===== src/rtl/mux_demux_pkg.sv =====
// Shared widths, types and byte-placement helpers for the mux_8_32 / demux_32_8 datapath pair.
package mux_demux_pkg;

   localparam int unsigned BYTE_W         = 8;
   localparam int unsigned WORD_W         = 32;
   localparam int unsigned BYTES_PER_WORD = 4;
   localparam int unsigned IDX_W          = 2;
   localparam int unsigned PART_W         = BYTE_W * (BYTES_PER_WORD - 1);
   localparam int unsigned CNT_W          = 8;

   typedef logic [BYTE_W-1:0] byte_t;
   typedef logic [WORD_W-1:0] word_t;
   typedef logic [PART_W-1:0] part_t;
   typedef logic [IDX_W-1:0]  idx_t;
   typedef logic [CNT_W-1:0]  cnt_t;

   localparam idx_t LAST_IDX = IDX_W'(BYTES_PER_WORD - 1);
   localparam cnt_t CNT_MAX  = '1;

   // Partial buffer keeps slots 0..2 in the same order they will occupy in the final word.
   function automatic part_t place_byte(input part_t part, input idx_t idx,
                                        input byte_t b, input logic msb_first);
      part_t r;
      r = part;
      case (idx)
         2'd0: begin
            if (msb_first) r[2*BYTE_W +: BYTE_W] = b;
            else           r[0        +: BYTE_W] = b;
         end
         2'd1: r[BYTE_W +: BYTE_W] = b;
         2'd2: begin
            if (msb_first) r[0        +: BYTE_W] = b;
            else           r[2*BYTE_W +: BYTE_W] = b;
         end
         default: r = part;
      endcase
      return r;
   endfunction

   function automatic word_t pack_word(input part_t part, input byte_t last,
                                       input logic msb_first);
      return msb_first ? {part, last} : {last, part};
   endfunction

endpackage


===== src/rtl/mux_8_32.sv =====
// Byte-to-word packer on clk_4f: gathers four valid bytes into a 32-bit word with a one-cycle strobe.
// Optional MUX_8_32_ERR_CNT_EN adds a saturating 8-bit count of discarded fragments on err_cnt.
module mux_8_32 #(
   parameter bit          MSB_FIRST      = 1'b1,
   parameter int unsigned BYTES_PER_WORD = 4
) (
   input  logic                  clk_4f,
   input  logic                  reset,
   input  mux_demux_pkg::byte_t  data_in,
   input  logic                  valid_in,
   output mux_demux_pkg::word_t  data_out,
   output logic                  valid_out,
   output logic                  frag_err
`ifdef MUX_8_32_ERR_CNT_EN
   ,output mux_demux_pkg::cnt_t  err_cnt
`endif
);
   import mux_demux_pkg::*;

   localparam bit BPW_OK = (BYTES_PER_WORD == mux_demux_pkg::BYTES_PER_WORD);

   idx_t  idx_q,      idx_d;
   part_t part_q,     part_d;
   word_t data_out_q, data_out_d;
   logic  valid_out_q, valid_out_d;
   logic  frag_err_q,  frag_err_d;

   // Accept, complete, or drop the partial word; strobes default low every cycle.
   always_comb begin
      idx_d       = idx_q;
      part_d      = part_q;
      data_out_d  = data_out_q;
      valid_out_d = 1'b0;
      frag_err_d  = 1'b0;
      if (valid_in) begin
         if (idx_q == LAST_IDX) begin
            data_out_d  = pack_word(part_q, data_in, MSB_FIRST);
            valid_out_d = 1'b1;
            idx_d       = '0;
            part_d      = '0;
         end else begin
            part_d = place_byte(part_q, idx_q, data_in, MSB_FIRST);
            idx_d  = idx_q + IDX_W'(1);
         end
      end else if (idx_q != '0) begin
         // Any gap mid-word means the upstream word was marked invalid.
         idx_d      = '0;
         part_d     = '0;
         frag_err_d = 1'b1;
      end
   end

   always_ff @(posedge clk_4f) begin
      if (reset) begin
         idx_q       <= '0;
         part_q      <= '0;
         data_out_q  <= '0;
         valid_out_q <= 1'b0;
         frag_err_q  <= 1'b0;
      end else begin
         idx_q       <= idx_d;
         part_q      <= part_d;
         data_out_q  <= data_out_d;
         valid_out_q <= valid_out_d;
         frag_err_q  <= frag_err_d;
      end
   end

   assign data_out  = data_out_q;
   assign valid_out = valid_out_q;
   assign frag_err  = frag_err_q;

`ifdef MUX_8_32_ERR_CNT_EN
   cnt_t err_cnt_q, err_cnt_d;

   // Counts alongside the frag_err pulse; saturates rather than wrapping.
   always_comb begin
      err_cnt_d = err_cnt_q;
      if (frag_err_d && (err_cnt_q != CNT_MAX)) err_cnt_d = err_cnt_q + CNT_W'(1);
   end

   always_ff @(posedge clk_4f) begin
      if (reset) err_cnt_q <= '0;
      else       err_cnt_q <= err_cnt_d;
   end

   assign err_cnt = err_cnt_q;
`endif

   a_bpw_fixed: assert property (@(posedge clk_4f) BPW_OK);
   a_valid_single: assert property (@(posedge clk_4f) disable iff (reset)
                                    valid_out_q |=> !valid_out_q);
   a_frag_single: assert property (@(posedge clk_4f) disable iff (reset)
                                   frag_err_q |=> !frag_err_q);
   a_strobe_excl: assert property (@(posedge clk_4f) disable iff (reset)
                                   !(valid_out_q && frag_err_q));

endmodule


===== config.mk =====
export PLATFORM = sky130hd
export DESIGN_NAME = mux_8_32
export DESIGN_NICKNAME = d
export VERILOG_FILES = /design/src/rtl/mux_demux_pkg.sv /design/src/rtl/mux_8_32.sv
export SDC_FILE = /design/constraint.sdc
export NUM_CORES = 1
export LEC_CHECK = 0
export CAP_MARGIN = 20
export CORE_MARGIN = 1.5
export CORE_UTILIZATION = 40
export DETAILED_ROUTE_END_ITERATION = 8
export MAX_ROUTING_LAYER = met4
export SETUP_SLACK_MARGIN = 0.05
export SLEW_MARGIN = 10
export SYNTH_ARGS = -nofsm -noshare
export SYNTH_HDL_FRONTEND = slang
export SYNTH_SLANG_ARGS = --single-unit
export TNS_END_PERCENT = 30

===== constraint.sdc =====
create_clock -name clk_4f -period 3.9 [get_ports clk_4f]
set_clock_uncertainty 0.2 [all_clocks]
set_input_delay 0.975 -clock clk_4f [delete_from_list [all_inputs] [get_ports clk_4f]]
set_output_delay 0.975 -clock clk_4f [all_outputs]
set_load 0.03 [all_outputs]

After elaboration in Yosys (flattened, before gate mapping)
Cells that the tools add are included.
Word-level totals
  register bits: 60
  latch bits: 0
  bits in writable memories: 0
  ROM bits: 0
  input port bits: 11
  memories kept: 0
Cells by class
  $add $sub $neg: 1
  multipliers: 0
  divide/modulo/power cells: 0
  order comparisons: 0
  equality and inequality tests: 6
  shift-type cells: 0
  multiplexer cells: 11
  bitwise operators: 1
  reduce and logical (&&, ||, !) cells: 9
Operators with widths (count)
  $mux W24: 3
  $mux W8: 3
  $ne A3 B1 Y1 const B: 3
  $reduce_and A2 Y1: 4
  $mux W2: 3
  $eq A2 B2 Y1 const B: 2
  $reduce_bool A2 Y1: 2
  $reduce_or A2 Y1: 2
  $add A2 B1 Y2 const B: 1
  $eq A2 B1 Y1 const B: 1
  $logic_not A2 Y1: 1
  $mux W1: 2
  $not A1 Y1: 1

Longest topological paths before layout
  depth after elaboration: 4
  gate-level depth with buffers: 8
  mapped depth without buffers: 5

Worst setup path before layout
Ideal clock, no wire load.
  path kind: input-to-reg
  start: in valid_in
  end: reg part_q[10]
  arrival: 1767 ps
  slack: 1816 ps
  cell stages on the path: 6
  buffers on the path: 3
  path through: buf_4 > nor2b_1 > buf_6 > o21ba_1 > buf_6 > a22o_1
On the way
  cells in the longest elaborated chain, start to end: 2
  elaborated cells on any way between the ends: 4
  classes of those cells: 1 x eq/ne; 1 x mux; 2 x reduce/logical
Ends and longest elaborated chain
  start: declaration: line mux_8_32.sv:10  | input logic valid_in,
  $ne A3 B1 Y1 (no source line) / $reduce_bool A2 Y1 (equally long branches)
  $reduce_and A2 Y1 (no source line)
  end signal: assignment: line mux_8_32.sv:62  | part_q <= part_d;
  end: declaration: line mux_8_32.sv:23  | part_t part_q, part_d;
Several ways; a longest one is shown, not always the timed one.
A chain may end at the register's enable or synchronous reset.

Worst setup path after layout
  start: in valid_in
  end: reg data_out_q[10] (netlist: data_out[10])
On the way
  cells in the longest elaborated chain, start to end: 1
Ends and longest elaborated chain
  $reduce_and A2 Y1 (no source line)
  end signal: assignment: line mux_8_32.sv:63  | data_out_q <= data_out_d;
  end: declaration: line mux_8_32.sv:24  | word_t data_out_q, data_out_d;
Every way passes these cells.

==> run summary <==
The final cycle utilization of the critical path is 0.657. The worst setup path is captured at a flop. The clock period minus final worst setup slack is 2.56 ns. The total number of vias is 1880.

The initialized floorplan defines 27 standard-cell rows. Clock tree synthesis selected as its root buffer the cell clkbuf_8. The antenna diode instance count is 0.

The area growth from synthesis to layout is 30.6%. Across all register-to-register paths, the minimum setup slack is 1.38 ns. The critical path goes through clkdlybuf4s50_1, buf_4, nand2_1, buf_4, nand2_1, a21oi_1. The initial antenna violation count is 0. The buffers plus inverters on the worst setup path came out at 3. The initial detailed-routing violation count came out at 83. The number of filler instances in the final layout came out at 535. Once detail routing completed, the nets flagged for antenna violations numbered 0.

The count of state elements after synthesis is 60. The wire length of the first global-routing pass is 8.31 mm. The maximum ir drop on the vdd rail is 0.000228 V. In the final routed layout, each cell accounts on average for 13.8 um.

The number of max-slew violations in the final report was 0. TritonCTS built the clock tree. The number of hold-repair buffers added at the cts stage is 0. The headroom to the max-slew limit is 0.618. The maximum fanout count along the critical path came out at 17. Buffers inserted during clock tree synthesis total 9. The sequential area share after synthesis is 0.530. The kind of start point of the critical path is an input pin. The number of I/O port buffers is 44. For this design the ratio of total power to cell area is 462 nW/um2. The library cells used most frequently in the layout, excluding fill and tap cells, are nand2_1, dfxtp_1, a21oi_1. The core area came out at 5470 um2. The count of H-tree levels built during CTS is 3. The total nets after synthesis came out at 275.

The final cell utilization of the core came out at 0.540. The internal power contribution is 1070 uW. The number of nets in the layout came out at 313. Measured along the y axis, the die boundary spans 78.2 um. The tightest hold path in the finished design has a slack of 0.252 ns.

The detailed placement HPWL came out at 3.27 mm. The arrival time at the worst endpoint is 2.57 ns. The cell count along the critical path came out at 6. After clock tree synthesis, the clock-pin slew on the worst setup and hold paths is 0.07 ns. The placement-stage cell area came out at 2720 um2. On the worst path, the slowest cell contributes a delay of 0.51 ns.

The remaining routing DRC violations came out at 0. The design area is 2960 um2. The overall power consumption came out at 1370 uW.

In this run the worst setup path terminates at data_out[10]. The total standard cell area after synthesis came out at 2260 um2. The synthesized area per cell came out at 8.71 um2. The sequential share of power is 0.464. The total of endpoints with negative setup slack in the final report came out at 0. The library cell used most frequently in the layout, excluding fill and tap cells, is nand2_1.

The total I/O pin count came out at 45. The residual overflow from global routing came out at 0. The latest clock arrival within the worst-skew pair came out at 0.33 ns. The number of resized instances in the post-cts repair step came out at 0. The average via count per standard cell came out at 5.01.

The actual slew at the worst max-slew pin came out at 0.572 ns. The pin count of the biggest net entering global routing came out at 29. The count of final hold-check violations was 0.

Across the run, the number of max-cap violations was 0. Setup repair after global routing left no endpoint under its margin. In this design, the largest share of critical-path delay is due to buffers and inverters. The net load switching power came out at 300 uW. The combinational share of power is 0.060.

At the worst endpoint, the required time is 3.91 ns. The run finished with clean final reports. The standby leakage power came out at 0.00101 uW. The floorplan die width came out at 78.2 um. Of the total power, the share spent switching nets is 0.219. The maximum clock frequency came out at 390 MHz. The effective utilization at floorplan is 0.414. The count of buffers added by post-CTS timing repair for setup is 0. The slowest stage of the critical path is the clkdlybuf4s50_1 cell. The count of distinct cell types in the synthesized netlist is 26.

The endpoint identified for the worst register-to-register timing path is data_out[10]. The overall routed net length is 5.16 mm. The startpoint of the most critical register-to-register path is idx_q[1]. The tightest min-delay check is of the flop to flop type. The number of cells on the worst reg-to-reg path came out at 5.

The beginning of the critical path is valid_in. At the end of routability-driven placement, the weighted congestion stood at 0.787. The count of synthesis-stage warnings from yosys is 0. The type of the worst setup path is input pin to flop. The die area is 6120 um2. The clock tree buffer depth came out at 2.

The pre-antenna-repair detailed-routing pass consisted of 4 iterations. The clock sink count is 60. The number of global-route vias before repair is 1716. The clock network fraction of design power came out at 0.477. The fraction of final layout cells sized beyond drive strength 1 is 0.0858. Setup total negative slack on the finished layout was measured at 0 ns. The total routing usage reported by global routing came out at 0.183. The post-synthesis cell count is 260.
-- cells in the mapped netlist --
cell type  count  area (um2)
nand2_1       67         251
dfxtp_1       60        1200
a21oi_1       50         250
nand4b_1      16         140
clkbuf_1      11        41.3
o21ai_0       10        50.1
a22o_1         8        70.1
o21ai_1        6        30.0
buf_2          5        25.0
ha_1           4        50.1
buf_1          3        11.3
buf_4          2        15.0
buf_6          2        22.5
inv_1          2        7.51
nor2_1         2        7.51
nor3b_1        2        15.0
and2_1         1        6.26
and2b_1        1        7.51
clkbuf_2       1        5.00
nand3b_1       1        7.51
nor2b_1        1        6.26
nor3_1         1        5.00
nor3b_2        1        12.5
nor4bb_1       1        10.0
o21ba_1        1        10.0
or2_2          1        6.26
-- layout make-up --
cell class,instances,area (um2),area share
Clock buffer,12,165,0.0558
Inverter,2,7.51,0.00254
Timing Repair Buffer,51,488,0.165
Tap cell,72,90.1,0.0305
Clock inverter,4,70.1,0.0237
Multi-Input combinational cell,174,936,0.316
Sequential cell,60,1200,0.406
-- worst min path at each step --
stage / startpoint / to / cells past startpoint
2_1_floorplan: part_q[18] / data_out[26] / 2
3_3_place_gp: data_out[8] / data_out[8] / 2
3_5_place_dp: part_q[1] / data_out[9] / 2
4_1_cts: part_q[0] / data_out[8] / 2
5_1_grt: part_q[21] / data_out[29] / 2
6_report: data_out[18] / data_out[18] / 2
-- through the flow --
stage / setup slack [ns] / std cells
after detailed placement: 0.754 / 358
after global placement: 0.738 / 358
final: 1.34 / 375
after CTS: 1.09 / 374
after global routing: 1.16 / 375
after floorplan: 1.82 / 260
-- worst register-to-register path, delay by kind of cell, from the launching register on --
kind | cells | cell delay [ns]
buf+inv | 1 | 0.37
compound gates | 1 | 0.06
simple gates | 2 | 0.58
flops | 1 | 0.60
fa+ha+maj | 1 | 0.58
-- state kept, by name, indices dropped and copies added, names as in the netlist --
name	flops
part_q	24
valid_out	1
data_out	32
frag_err	1
idx_q	2
-- logic make-up (layout without fill, tap and decap cells) --
logic type | count (synthesis) | in the layout | synth area share
AOI/OAI and AO/OA | 75 | 75 | 0.181
adders and majority gates | 4 | 4 | 0.0221
buffers and inverters | 26 | 69 | 0.0563
DFF | 60 | 60 | 0.530
and+or+nand+nor | 95 | 95 | 0.210
-- power by group through the flow --
stage / Sequential, uW / Clock [uW] / Combinational (uW)
finish: 633 / 651 / 81.3
global route: 634 / 687 / 88.6
CTS: 633 / 660 / 80.2
detailed placement: 647 / 0 / 79.7
global placement: 647 / 0 / 79.8
floorplan: 646 / 0 / 53.8
-- metal layers --
layer / share of wire / up-vias / global-route usage
li1: - / 962 / -
met1: 0.50 / 878 / 0.239
met2: 0.45 / 31 / 0.264
met3: 0.038 / 9 / 0.0419
met4: 0.020 / 0 / 0.0964
met5: 0 / - / -
Note: power is estimated with default switching activity, not from simulation.
